`config.mk`:
```
export PLATFORM = sky130hd
export DESIGN_NAME = inst_encoder
export DESIGN_NICKNAME = d
export VERILOG_FILES = /design/src/rtl/inst_encoder.sv
export SDC_FILE = /design/constraint.sdc
export NUM_CORES = 1
export LEC_CHECK = 0
export BUFFER_PORTS_ARGS = -buffer_cell sky130_fd_sc_hd__clkbuf_2
export CORE_UTILIZATION = 50
export CTS_CLUSTER_DIAMETER = 30
export DETAILED_ROUTE_END_ITERATION = 10
export GPL_TIMING_DRIVEN = 0
export PLACE_DENSITY = 0.74
export SETUP_SLACK_MARGIN = 0.15
export SLEW_MARGIN = 30
export SYNTH_ARGS = -nofsm -noshare
export SYNTH_HDL_FRONTEND = slang
export SYNTH_SLANG_ARGS = --single-unit
export TNS_END_PERCENT = 1
```
`constraint.sdc`:
```
create_clock -name clk -period 2.05 [get_ports clk]
set_clock_uncertainty 0.1 [all_clocks]
set_input_delay 0.3075 -clock clk [delete_from_list [all_inputs] [get_ports clk]]
set_output_delay 0.3075 -clock clk [all_outputs]
set_load 0.05 [all_outputs]
```
`src/rtl/inst_encoder.sv`:
```
// Packs decoded fields into 13-bit words, buffers them, writes to imem.
// Optional INST_COUNT_EN adds a per-session written-word counter.
module inst_encoder #(
  parameter int DEPTH     = 4,
  parameter int ADDR_W    = 4,
  parameter int BASE_ADDR = 0
) (
  input  logic              clk,
  input  logic              rst_n,
  input  logic              start,
  input  logic              in_valid,
  output logic              in_ready,
  input  logic              in_last,
  input  logic [3:0]        opcode,
  input  logic [3:0]        adrr,
  input  logic [2:0]        operanda,
  input  logic [2:0]        operandb,
  input  logic [2:0]        dest,
  output logic              imem_we,
  input  logic              imem_ready,
  output logic [ADDR_W-1:0] imem_addr,
  output logic [12:0]       imem_wdata,
  output logic              done,
  output logic              wrapped
`ifdef INST_COUNT_EN
  ,
  output logic [ADDR_W:0]   inst_count
`endif
);

  localparam int PW = $clog2(DEPTH);
  localparam int CW = PW + 1;

  typedef enum logic [1:0] {
    S_IDLE,
    S_RUN,
    S_DRAIN,
    S_DONE
  } state_t;

  state_t            state_q, state_d;
  logic [12:0]       mem_q [DEPTH];
  logic [PW-1:0]     wr_ptr_q, wr_ptr_d;
  logic [PW-1:0]     rd_ptr_q, rd_ptr_d;
  logic [CW-1:0]     cnt_q, cnt_d;
  logic [ADDR_W-1:0] addr_q, addr_d;
  logic              wrap_q, wrap_d;
  logic              push, pop, m_type;
  logic [12:0]       word;

  always_comb begin
    m_type = (opcode[3:1] == 3'b111);
    if (m_type) begin
      word = {opcode, adrr, 2'b00, dest};
    end else begin
      word = {opcode, operanda, operandb, dest};
    end
  end

  always_comb begin
    in_ready = (state_q == S_RUN)
            && (cnt_q < CW'(DEPTH));
    imem_we    = (cnt_q != '0);
    imem_wdata = imem_we ? mem_q[rd_ptr_q] : 13'd0;
    imem_addr  = addr_q;
    done       = (state_q == S_DONE);
    wrapped    = wrap_q;
    push       = in_valid && in_ready;
    pop        = imem_we && imem_ready;
  end

  always_comb begin
    state_d  = state_q;
    wr_ptr_d = wr_ptr_q;
    rd_ptr_d = rd_ptr_q;
    cnt_d    = cnt_q;
    addr_d   = addr_q;
    wrap_d   = wrap_q;
    unique case (state_q)
      S_IDLE: begin
        if (start) begin
          state_d = S_RUN;
          addr_d  = ADDR_W'(BASE_ADDR);
          wrap_d  = 1'b0;
        end
      end
      S_RUN: begin
        if (push && in_last) state_d = S_DRAIN;
      end
      S_DRAIN: begin
        if (cnt_q == '0) state_d = S_DONE;
      end
      S_DONE: state_d = S_IDLE;
      default: state_d = S_IDLE;
    endcase
    if (push) wr_ptr_d = wr_ptr_q + PW'(1);
    if (pop) begin
      rd_ptr_d = rd_ptr_q + PW'(1);
      addr_d   = addr_q + ADDR_W'(1);
      if (&addr_q) wrap_d = 1'b1;
    end
    unique case ({push, pop})
      2'b10:   cnt_d = cnt_q + CW'(1);
      2'b01:   cnt_d = cnt_q - CW'(1);
      default: cnt_d = cnt_q;
    endcase
  end

  always_ff @(posedge clk or negedge rst_n) begin
    if (!rst_n) begin
      state_q  <= S_IDLE;
      wr_ptr_q <= '0;
      rd_ptr_q <= '0;
      cnt_q    <= '0;
      addr_q   <= ADDR_W'(BASE_ADDR);
      wrap_q   <= 1'b0;
    end else begin
      state_q  <= state_d;
      wr_ptr_q <= wr_ptr_d;
      rd_ptr_q <= rd_ptr_d;
      cnt_q    <= cnt_d;
      addr_q   <= addr_d;
      wrap_q   <= wrap_d;
    end
  end

  // Storage needs no reset: reads are gated by the count.
  always_ff @(posedge clk) begin
    if (push) mem_q[wr_ptr_q] <= word;
  end

`ifdef INST_COUNT_EN
  logic [ADDR_W:0] icnt_q, icnt_d;

  always_comb begin
    icnt_d = icnt_q;
    if (state_q == S_IDLE && start) begin
      icnt_d = '0;
    end else if (pop && !(&icnt_q)) begin
      icnt_d = icnt_q + (ADDR_W+1)'(1);
    end
  end

  always_ff @(posedge clk or negedge rst_n) begin
    if (!rst_n) icnt_q <= '0;
    else        icnt_q <= icnt_d;
  end

  assign inst_count = icnt_q;
`endif

endmodule

```
==> summary.txt, run 1 <==
GRT
  • Initial antenna violation count: 0
  • First-pass GRT wire length: ~8.6 mm
  • Largest net degree at the start of global routing: 15
  • Gr busiest metal: met2
  • Met3 Use GR: 3.33%
  • Global Route met2 Usage: 34.4%
  • Met1 Use GR: roughly a quarter
  • Global-route usage over all layers: around a fifth
  • Grt ovf: 0
  • Vias in the first global route: 1750

Worst setup path
  • Critical path required time: 1640 ps
  • Crit-path leading delay family: multiplexers
  • Crit path launch type: flip-flop
  • CP max stage delay: 490 ps
  • Critical path start-end classification: reg2out
  • Crit end category: output pin
  • Largest fanout on the critical path: 5
  • Bufs and invs on worst path: 3
  • Crit-path cells: buf_6 -> buf_12 -> mux4_2 -> and2_4 -> buf_8
  • Critical Path Slowest Stage Cell: mux4_2
  • Crit path DAT: approximately 1700 ps

Power and ir drop
  • LEAKAGE: between 1 and 1.5 nW
  • Power after layout: about 0.0061 W
  • Pwr dens: 1630 nW/um^2
  • Worst VDD drop: ~0.84 mV

Detailed routing
  • Via count: 1629
  • Detailed Routing Iterations Pass 1: 4
  • Post-route DRC: 0
  • DRT iter0 DRCs: 58
  • ANT nets after route: 0
  • Vias per cell: 5.22
  • Avg WL per Cell: 17.4 microns
  • Final wirelength: approximately 5.4 mm

Final layout
  • Final Cell Area: 3730 sq um
  • ANT cells: 0
  • Filler Cells Inserted: slightly below 400
  • Final #Nets: 269
  • Final Instance Count excl. Fillers: 312
  • Layout area overhead: 31.9%
  • Layout cells sized above 1: 50.4%

Timing
  • Final setup violation count: 14
  • Hold WS: approximately 97 ps
  • FMAX: ~470 MHz
  • Slew @ Worst Pin: roughly 430 ps
  • RSZ-0062 raised after global routing: yes
  • Relative slew margins: 71.5%
  • Post-route clock period utilization: 105%
  • Fin. max-slew vios: 0
  • Worst setup margin: -94.3 ps
  • Tmin final: roughly 2100 ps
  • Final Hold Fails: 0

Clocking
  • H-tree Lvls: 3
  • CTS tree: built
  • Clk Latency, worst-skew pair: 330 ps
  • Inserted Clock Buffers: 9
  • Clk buf depth: 2
  • Clock sinks: 66
  • Clock root buffer: clkbuf_8
  • Clk pin slew, worst setup/hold paths: 70 ps

Synth
  • Post-Syn Nets: 200
  • Top cell type's share of synthesized area: 55.2%
  • #FFs+latches synth: 66
  • Synth Area per Inst: 17.0 sq um
  • Yosys warnings: 0
  • Mapped Cells: approximately 170
  • Synth unique cells: 25
  • Register area share after synthesis: 67.6%
  • Mapped cell area: ~2800 sq um
  • Leading area contributor after synthesis: edfxtp_1
  • Largest cells by area after synthesis: edfxtp_1 55%, dfrtp_1 12%, mux4_2 10%, ha_1 4.4%, and2_1 3.5%

Placement
  • Setup WS pre-CTS: -346 ps
  • Dpl cells: 281
  • Port Buffers: between 40 and 50
  • GP Congestion: approximately 0.77
  • Placed Area: between 3000 and 4000 sq um
  • Hpwl dp: between 3 and 4 mm

Floorplanning
  • Core area: 5470 sq um
  • Die Span X: slightly below 80 microns
  • Die area: 5960 sq um
  • Starting Density: 51.6%
  • Die height: around 77 microns
  • Rows: 27
  • IO Count: 44

Run status
  • Status: finished, violations left
  • Failing checks: setup timing

Job
  • Number of max-cap violations: 0

Worst hold path
  • HP Class: in2reg
cells in the final DEF (no fill, tap or decap), types with 2 or more instances in the layout:
cell,n
xor2_1,2
mux4_2,13
ha_4,2
mux2_2,5
inv_1,6
clkbuf_2,28
nor2b_1,2
nand2_1,7
and2_1,2
ha_1,8
buf_8,13
xnor2_1,4
buf_4,11
buf_6,4
edfxtp_1,52
o21ai_0,4
and2_4,14
dfrtp_2,2
clkbuf_1,2
clkinv_1,3
inv_2,4
clkbuf_8,10
clkinv_2,2
nand3_1,7
clkbuf_16,2
dfrtp_1,12
and3_2,4
logic make-up (layout without fill, tap and decap cells):
group / after synthesis / after routing / synth area share, %
flip-flops: 66 / 66 / 67.6
AND/OR/NAND/NOR: 40 / 40 / 8.06
multiplexers: 19 / 19 / 12.7
buffers and inverters: 14 / 88 / 1.99
adder cells (fa/ha/maj): 11 / 11 / 5.14
AO/OA/AOI/OAI: 9 / 9 / 2.26
XOR/XNOR: 7 / 7 / 2.17
per-stage QoR:
step	setup TNS (ps)	utilization [%]
6_report	-1060	68.1
3_3_place_gp	-2280	57.7
2_1_floorplan	-282	-
4_1_cts	-1810	65.9
3_5_place_dp	-2610	57.7
5_1_grt	-1860	68.1
cells in the mapped netlist (all sizes together):
cell type	n
mux2	6
a211o	1
nor2	1
o21ai	5
nor2b	3
and2	16
inv	10
buf	3
xnor2	4
edfxtp	52
a222oi	1
nand2	7
ha	10
nand3b	1
o21a	1
dfrtp	14
clkbuf	1
o31ai	1
fa	1
mux4	13
nand3	7
or3	1
and3	4
xor2	3
report_power, final:
part / internal [W] / switching [W] / leakage (nW)
combinational: 0.00165 / 0.00174 / 0.764
sequential: 0.00165 / 0.000183 / 0.638
clock: 0.000423 / 0.000452 / 0.0796
path summary, 6_finish.rpt:
path | depth (start not counted) | from | slack [ps] | to
setup reg to reg | 11 | state_q[1] | -40 | cnt_q[2]
max in group asynchronous | 2 | rst_n | 1200 | cnt_q[2]
hold / removal | 1 | dest[2] | 100 | mem_q[1][2]
min in group asynchronous | 2 | rst_n | 360 | imem_addr[2]
hold reg to reg | 2 | wrapped | 400 | wrapped
setup / recovery | 5 | rd_ptr_q[0] | -90 | imem_wdata[6]
worst register-to-register path, stage by stage (launching register included):
cell,delay [ps]
dfrtp_1,400
inv_2,70
ha_4,160
nor2b_4,130
and2_4,150
inv_2,60
ha_4,120
inv_2,40
fa_2,350
xor2_2,160
nor2_1,130
xor2_1,150
state kept, by name, indices dropped and copies added (netlist names):
signal,cells
cnt_q,3
imem_addr,4
mem_q,52
rd_ptr_q,2
state_q,2
wr_ptr_q,2
wrapped,1
area by class of cell:
type,count,area (sq um),share of cell area [%]
Sequential cell,66,1910,51.3
Multi-Input combinational cell,86,950,25.5
Timing Repair Buffer,58,524,14.1
Clock buffer,11,131,3.52
Tap cell,72,90.1,2.42
Buffer,4,60.1,1.61
Inverter,10,37.5,1.01
Clock inverter,5,21.3,0.570
layer usage:
layer,part of all wire [%],wire length [microns]
met3,2.3,125
met4,2.4,131
met2,55,2970
met1,40,2190
met5,0,0
what timing repair did:
item / in CTS / in global routing
hold endpoints to repair: 14 / 0
setup buffers: 3 / 10
hold buffers: 1 / 0
setup endpoints to repair: 70 / 18
pin swaps: 2 / 19
gates resized for setup: 64 / 20
gates cloned: 1 / 0
Power figures use the tool's default switching activity.
==> run 2, diff against run 1 <==
--- a/config.mk
+++ b/config.mk
@@ -6,11 +6,12 @@
 export NUM_CORES = 1
 export LEC_CHECK = 0
 export BUFFER_PORTS_ARGS = -buffer_cell sky130_fd_sc_hd__clkbuf_2
-export CORE_UTILIZATION = 50
+export CORE_UTILIZATION = 53
+export CTS_BUF_LIST = sky130_fd_sc_hd__clkbuf_8
 export CTS_CLUSTER_DIAMETER = 30
 export DETAILED_ROUTE_END_ITERATION = 10
 export GPL_TIMING_DRIVEN = 0
-export PLACE_DENSITY = 0.74
+export PLACE_DENSITY = 0.78
 export SETUP_SLACK_MARGIN = 0.15
 export SLEW_MARGIN = 30
 export SYNTH_ARGS = -nofsm -noshare
==> run 2 against run 1 <==
  * The flow still finishes with violations (setup timing)
  * Final area decreased by 0.70%
  * Final cell count decreased by 3.8%
  * Count of clock-buffer cells in the layout decreased by 2
  * Power increased by 3.5%
  * Sequential cell count unchanged
  * Clock power increased by 36%
  * Register-to-register slack got worse by 40 ps
  * Critical endpoint is now imem_wdata[8]
  * Critical path depth unchanged
  * Combinational power decreased by 3%
  * Highest routed layer unchanged
  * Via count decreased by 2.1%
  * Utilization increased by 4.4 points
==> summary.txt, run 2 (synthesis results as in run 1) <==
Worst setup path
  • CP max stage delay: around 500 ps
  • Worst R2R Start: state_q[0]
  • Crit path launch type: flip-flop
  • R2R Setup Slk: -80 ps
  • Largest fanout on the critical path: 5
  • Worst reg2reg path endpoint: cnt_q[2]
  • Crit end category: output pin
  • Critical Path Slowest Stage Cell: mux4_2
  • Critical path required time: 1640 ps
  • Critical path start-end classification: reg2out
  • Crit-path leading delay family: multiplexers
  • Bufs and invs on worst path: 3
  • R2R depth: 10
  • Crit-path cells: buf_6 -> buf_12 -> mux4_2 -> and2_4 -> clkbuf_16
  • Crit path DAT: 1770 ps

Final layout
  • Top reg by flops: mem_q
  • Final core occ: between 70 and 80%
  • Final #Nets: 259
  • Final Instance Count excl. Fillers: 300
  • Max reg flops: between 50 and 60
  • Layout cells sized above 1: 49.1%
  • Most frequent cells in the layout: 52 x edfxtp_1, 28 x clkbuf_2, 14 x and2_4, 13 x mux4_2, 13 x dfrtp_1
  • Layout area overhead: 31.0%
  • Most common cell after layout, fill and taps aside: edfxtp_1
  • ANT cells: 0

Timing
  • Post-route clock period utilization: 106%
  • Fin. max-slew vios: 0
  • Slew @ Worst Pin: 408 ps
  • Tmin final: 2170 ps
  • Final setup violation count: 14
  • Setup TNS: -1310 ps
  • Final Hold Fails: 0
  • RSZ-0062 raised after global routing: yes
  • Hold WS: 95.0 ps
  • Worst setup margin: -123 ps
  • Relative slew margins: 72.8%
  • FMAX: about 460 MHz

Clocking
  • Clk buf depth: 2
  • H-tree Lvls: 3
  • Clk Latency, worst-skew pair: about 340 ps
  • Clock sinks: 66
  • CTS tree: built
  • Clock root buffer: clkbuf_8
  • Inserted Clock Buffers: 9
  • Clk pin slew, worst setup/hold paths: approximately 70 ps

Floorplanning
  • Die height: 75.0 microns
  • Rows: 26
  • IO Count: 44
  • Die Span X: roughly 75 microns
  • Die area: around 5600 sq um
  • Starting Density: ~55%
  • Core area: 5110 sq um

GRT
  • Global-route usage over all layers: 21.9%
  • Initial antenna violation count: 0
  • Vias in the first global route: 1621
  • Largest net degree at the start of global routing: 15
  • First-pass GRT wire length: 8.14 mm
  • Grt ovf: 0

Placement
  • Dpl cells: around 280
  • Port Buffers: 43
  • Setup WS pre-CTS: -251 ps
  • GP Congestion: about 0.68
  • Hpwl dp: about 3.2 mm

Job
  • Number of max-cap violations: 0

Detailed routing
  • Final wirelength: 5.30 mm
  • DRT iter0 DRCs: 121
  • Avg WL per Cell: 17.7 microns
  • Post-route DRC: 0
  • Vias per cell: 5.32
  • Via count: 1595
  • Detailed Routing Iterations Pass 1: 4
  • ANT nets after route: 0

Power and ir drop
  • Worst VDD drop: 0.855 mV
  • LEAKAGE: approximately 1.5 nW
  • Pwr dens: 1700 nW/um^2

Run status
  • Status: finished, violations left
  • Failing checks: setup timing

Worst hold path
  • HP Class: in2reg
  • Hold endpoint: mem_q[3][2]
  • Hold Startpoint: dest[2]
  • Hold Path Cell Cnt: 1
run 2: cell type report:
| cell class | instances | area (sq um) |
|---|---|---|
| plain buffers | 4 | 50.0 |
| clock buffers | 9 | 124 |
| flip-flops and latches | 66 | 1910 |
| multi-input cells | 86 | 932 |
| well taps | 70 | 87.6 |
| fillers | 318 | 1410 |
| inverters | 10 | 37.5 |
| repair buffers | 48 | 465 |
| clock inverters | 7 | 92.6 |
run 2: worst reg2reg max path, cell delays in order, from the launching register on:
cell,delay [ps]
dfrtp_1,420
ha_2,210
nor2b_4,140
and2_4,170
inv_2,60
ha_4,130
inv_2,40
fa_2,340
xor2_1,170
nor2_1,110
xor2_1,160
run 2: metal layers:
metal  wire (microns)  GRT usage [%]  part of all wire (%)
met4               46           9.43                  0.87
met3              226           7.36                   4.3
met5                0              0                     0
met2             2840           34.4                    54
met1             2180           28.0                    41
run 2: worst max-delay path by stage:
stage | start | endpoint | slack (ps) | cells past startpoint
floorplan | state_q[1] | cnt_q[2] | -150 | 11
global placement | cnt_q[1] | cnt_q[2] | -240 | 8
detailed placement | rd_ptr_q[0] | imem_wdata[8] | -250 | 5
CTS | rd_ptr_q[0] | imem_wdata[8] | -150 | 5
global route | rd_ptr_q[0] | imem_wdata[8] | -210 | 5
finish | rd_ptr_q[0] | imem_wdata[8] | -120 | 5
run 2: timing repair:
item                       4_1_cts  5_1_grt
gates cloned                     1        0
gates resized for setup         58       18
hold endpoints to repair        14        0
setup buffers                    3        0
pin swaps                        6        8
setup endpoints to repair       71       70
hold buffers                     1        0
run 2: where the power goes:
group,switching [W],internal [W],leakage [nW]
clock network,0.000508,0.000682,0.103
logic,0.00169,0.00158,0.716
registers,0.000187,0.00165,0.639
run 2: stage by stage:
step                      cell area, sq um  power, W
after floorplan                       2850   0.00369
after global placement                3160   0.00414
after detailed placement              3160   0.00419
after CTS                             3680   0.00620
after global routing                  3700   0.00662
final                                 3700   0.00630
==> run 3, diff against run 2 <==
--- a/config.mk
+++ b/config.mk
@@ -5,6 +5,7 @@
 export SDC_FILE = /design/constraint.sdc
 export NUM_CORES = 1
 export LEC_CHECK = 0
+export ABC_AREA = 1
 export BUFFER_PORTS_ARGS = -buffer_cell sky130_fd_sc_hd__clkbuf_2
 export CORE_UTILIZATION = 53
 export CTS_BUF_LIST = sky130_fd_sc_hd__clkbuf_8
==> run 3 against run 2 <==
  * The run still ends with setup timing left
  * Power up 2.7%
  * Global-route usage up 1.7 points
  * Register-to-register slack better by 150 ps
  * Final cell count up 33%
  * Combinational power up 16%
  * Sequential share of layout area down 1.6 points
  * Count of clock-buffer cells in the layout unchanged
  * Die area up 3.2%
  * Largest cell class unchanged
  * Largest power group unchanged
  * Highest routed layer unchanged
==> summary.txt, run 3 <==
Run status
  • Status: finished, violations left
  • Failing checks: setup timing

Worst setup path
  • R2R depth: 10
  • Worst R2R Start: state_q[0]
  • Crit path DAT: between 1500 and 2000 ps
  • Crit-path cells: buf_12 -> inv_8 -> clkbuf_16 -> o21ai_1 -> a21oi_1 -> clkbuf_8
  • Critical path start-end classification: reg2out
  • Critical path required time: 1640 ps
  • Crit end category: output pin
  • CP max stage delay: roughly 400 ps
  • Largest fanout on the critical path: 10
  • Critical Path Slowest Stage Cell: dfrtp_1
  • R2R Setup Slk: 70 ps
  • Crit path launch type: flip-flop
  • Worst reg2reg path endpoint: cnt_q[2]

Timing
  • Hold WS: around 91 ps
  • Final Hold Fails: 0
  • Fin. max-slew vios: 0
  • Tmin final: 2080 ps
  • RSZ-0062 raised after global routing: yes
  • Slew @ Worst Pin: about 460 ps
  • Setup TNS: -43.4 ps
  • Worst setup margin: -28.1 ps
  • Post-route clock period utilization: 101%
  • Relative slew margins: ~69%
  • FMAX: ~480 MHz
  • Final setup violation count: 2

Clocking
  • H-tree Lvls: 3
  • Clock sinks: 66
  • Clock root buffer: clkbuf_8
  • Clk buf depth: 2
  • Inserted Clock Buffers: 9
  • Clk pin slew, worst setup/hold paths: 70 ps
  • Clk Latency, worst-skew pair: 330 ps
  • CTS tree: built

Floorplanning
  • Starting Density: around 56%
  • Die Span X: 76.2 microns
  • Core area: 5200 sq um
  • IO Count: 44
  • Die area: roughly 5800 sq um
  • Die height: 76.2 microns
  • Rows: 26

Synth
  • Mapped Cells: 260
  • Synth top cells by count: 64 x nor2_1, 52 x edfxtp_1, 23 x o21ai_0, 22 x inv_1
  • Largest cells by area after synthesis: edfxtp_1 53%, dfrtp_1 12%, nor2_1 8.2%, ha_1 4.3%, o21ai_0 3.9%
  • Synth Area per Inst: 11.2 sq um
  • Synth Flop Type: edfxtp_1
  • Top cell type's share of synthesized area: 53.5%
  • Mapped cell area: a little under 3000 sq um
  • Synth unique cells: 25
  • Register area share after synthesis: around 65%
  • Leading area contributor after synthesis: edfxtp_1
  • Post-Syn Nets: between 200 and 300
  • Post-synth EDFFs: 52
  • Count leader, synth: nor2_1
  • #FFs+latches synth: 66
  • Async set or reset register ratio after synthesis: 21.2%
  • Yosys warnings: 0

GRT
  • Largest net degree at the start of global routing: 15
  • Grt ovf: 0
  • Vias in the first global route: 2135
  • Global-route usage over all layers: between 20% and 30%
  • First-pass GRT wire length: 10.2 mm
  • Initial antenna violation count: 0

Detailed routing
  • Via count: roughly 2100
  • DRT iter0 DRCs: ~150
  • Avg WL per Cell: 16.4 microns
  • Detailed Routing Iterations Pass 1: 4
  • Vias per cell: 5.34
  • Post-route DRC: 0
  • ANT nets after route: 0
  • Final wirelength: 6.56 mm

Final layout
  • Layout cells sized above 1: 35.3%
  • Final #Nets: 360
  • Max reg flops: 52
  • Most frequent cells in the layout: 52 x edfxtp_1, 50 x nor2_1, 30 x clkbuf_2, 19 x o21ai_1, 17 x inv_1
  • ANT cells: 0
  • Most common cell after layout, fill and taps aside: edfxtp_1
  • Layout area overhead: 30.8%
  • Filler Cells Inserted: between 300 and 400
  • Top reg by flops: mem_q

Worst hold path
  • Hold endpoint: mem_q[2][2]
  • Hold Path Cell Cnt: 1
  • HP Class: in2reg
  • Hold Startpoint: dest[2]

Power and ir drop
  • Worst VDD drop: roughly 0.81 mV
  • Pwr dens: 1690 nW/um^2
  • LEAKAGE: about 1.6 nW

Placement
  • Hpwl dp: between 3 and 4 mm
  • Port Buffers: 43
  • GP Congestion: about 0.81

Job
  • Number of max-cap violations: 0
-- run 3: cell types whose count changed after synthesis, moves of 4 or more --
cell and delta:
a21oi_1 +16, and2_1 -16, and3_1 -4, inv_1 +12, mux4_2 -13, nand2_1 +9
nor2_1 +63, o21ai_0 +18, o21ai_1 +11
-- run 3: per-layer routing --
metal  global-route usage (%)  vias to the layer above  wire (microns)
met2                     39.2                       92            3320
met1                     29.8                     1012            2660
met5                        0                        -               0
met3                     5.03                       16             438
li1                         -                     1012               -
met4                     10.0                        0             140
-- run 3: worst max-delay path by stage --
stage | from | to | depth (start not counted)
after global placement | cnt_q[2] | cnt_q[2] | 10
after global routing | rd_ptr_q[0] | imem_wdata[9] | 7
after CTS | state_q[1] | mem_q[2][0] | 6
final | rd_ptr_q[0] | imem_wdata[9] | 6
after floorplan | cnt_q[2] | imem_wdata[10] | 5
after detailed placement | state_q[1] | cnt_q[2] | 11
-- run 3: final cells by class --
cell class	count	area [sq um]	area share (%)
Timing Repair Buffer	55	468	12.3
Tap cell	70	87.6	2.29
Clock inverter	5	25.0	0.655
Inverter	24	100	2.62
Sequential cell	66	1910	50.1
Clock buffer	9	124	3.24
Buffer	8	129	3.37
Multi-Input combinational cell	162	973	25.5
-- run 3: logic make-up after synthesis --
| family | count (synthesis) | synth area share (%) |
|---|---|---|
| flops | 66 | 65.5 |
| xor+xnor | 3 | 0.900 |
| mux | 4 | 1.54 |
| simple gates | 93 | 13.0 |
| fa+ha+maj | 11 | 4.97 |
| buf+inv | 32 | 5.27 |
| compound gates | 51 | 8.87 |
-- run 3: worst max-delay path: cells and delay by family, from the launching register on --
family	cells	cell delay, ps
buf+inv	4	630
flops	1	400
compound gates	2	290
-- run 3: timing repair --
action,in CTS,in global routing
endpoints found under the hold margin,14,0
hold buffers,1,0
gates cloned,0,2
gates resized for setup,66,27
buffers inserted,6,3
setup endpoints to repair,68,42
pin swaps,31,18
-- run 3: power breakdown --
group	internal, W	switching (W)	total [W]
logic	0.00147	0.00233	0.00381
clock network	0.000412	0.000465	0.000877
registers	0.00164	0.000147	0.00179
total	0.00353	0.00294	0.00647
-- run 3: per-stage QoR --
step           setup slack (ps)  cells  instance area [sq um]  util, %  power [W]
2_1_floorplan              -142    260                   2940        -    0.00393
3_3_place_gp              -64.1    373                   3250     62.4    0.00451
3_5_place_dp               -132    373                   3250     62.4    0.00459
4_1_cts                    4.06    394                   3670     70.6    0.00610
5_1_grt                   -76.1    399                   3820     73.4    0.00679
6_report                  -28.1    399                   3820     73.4    0.00647
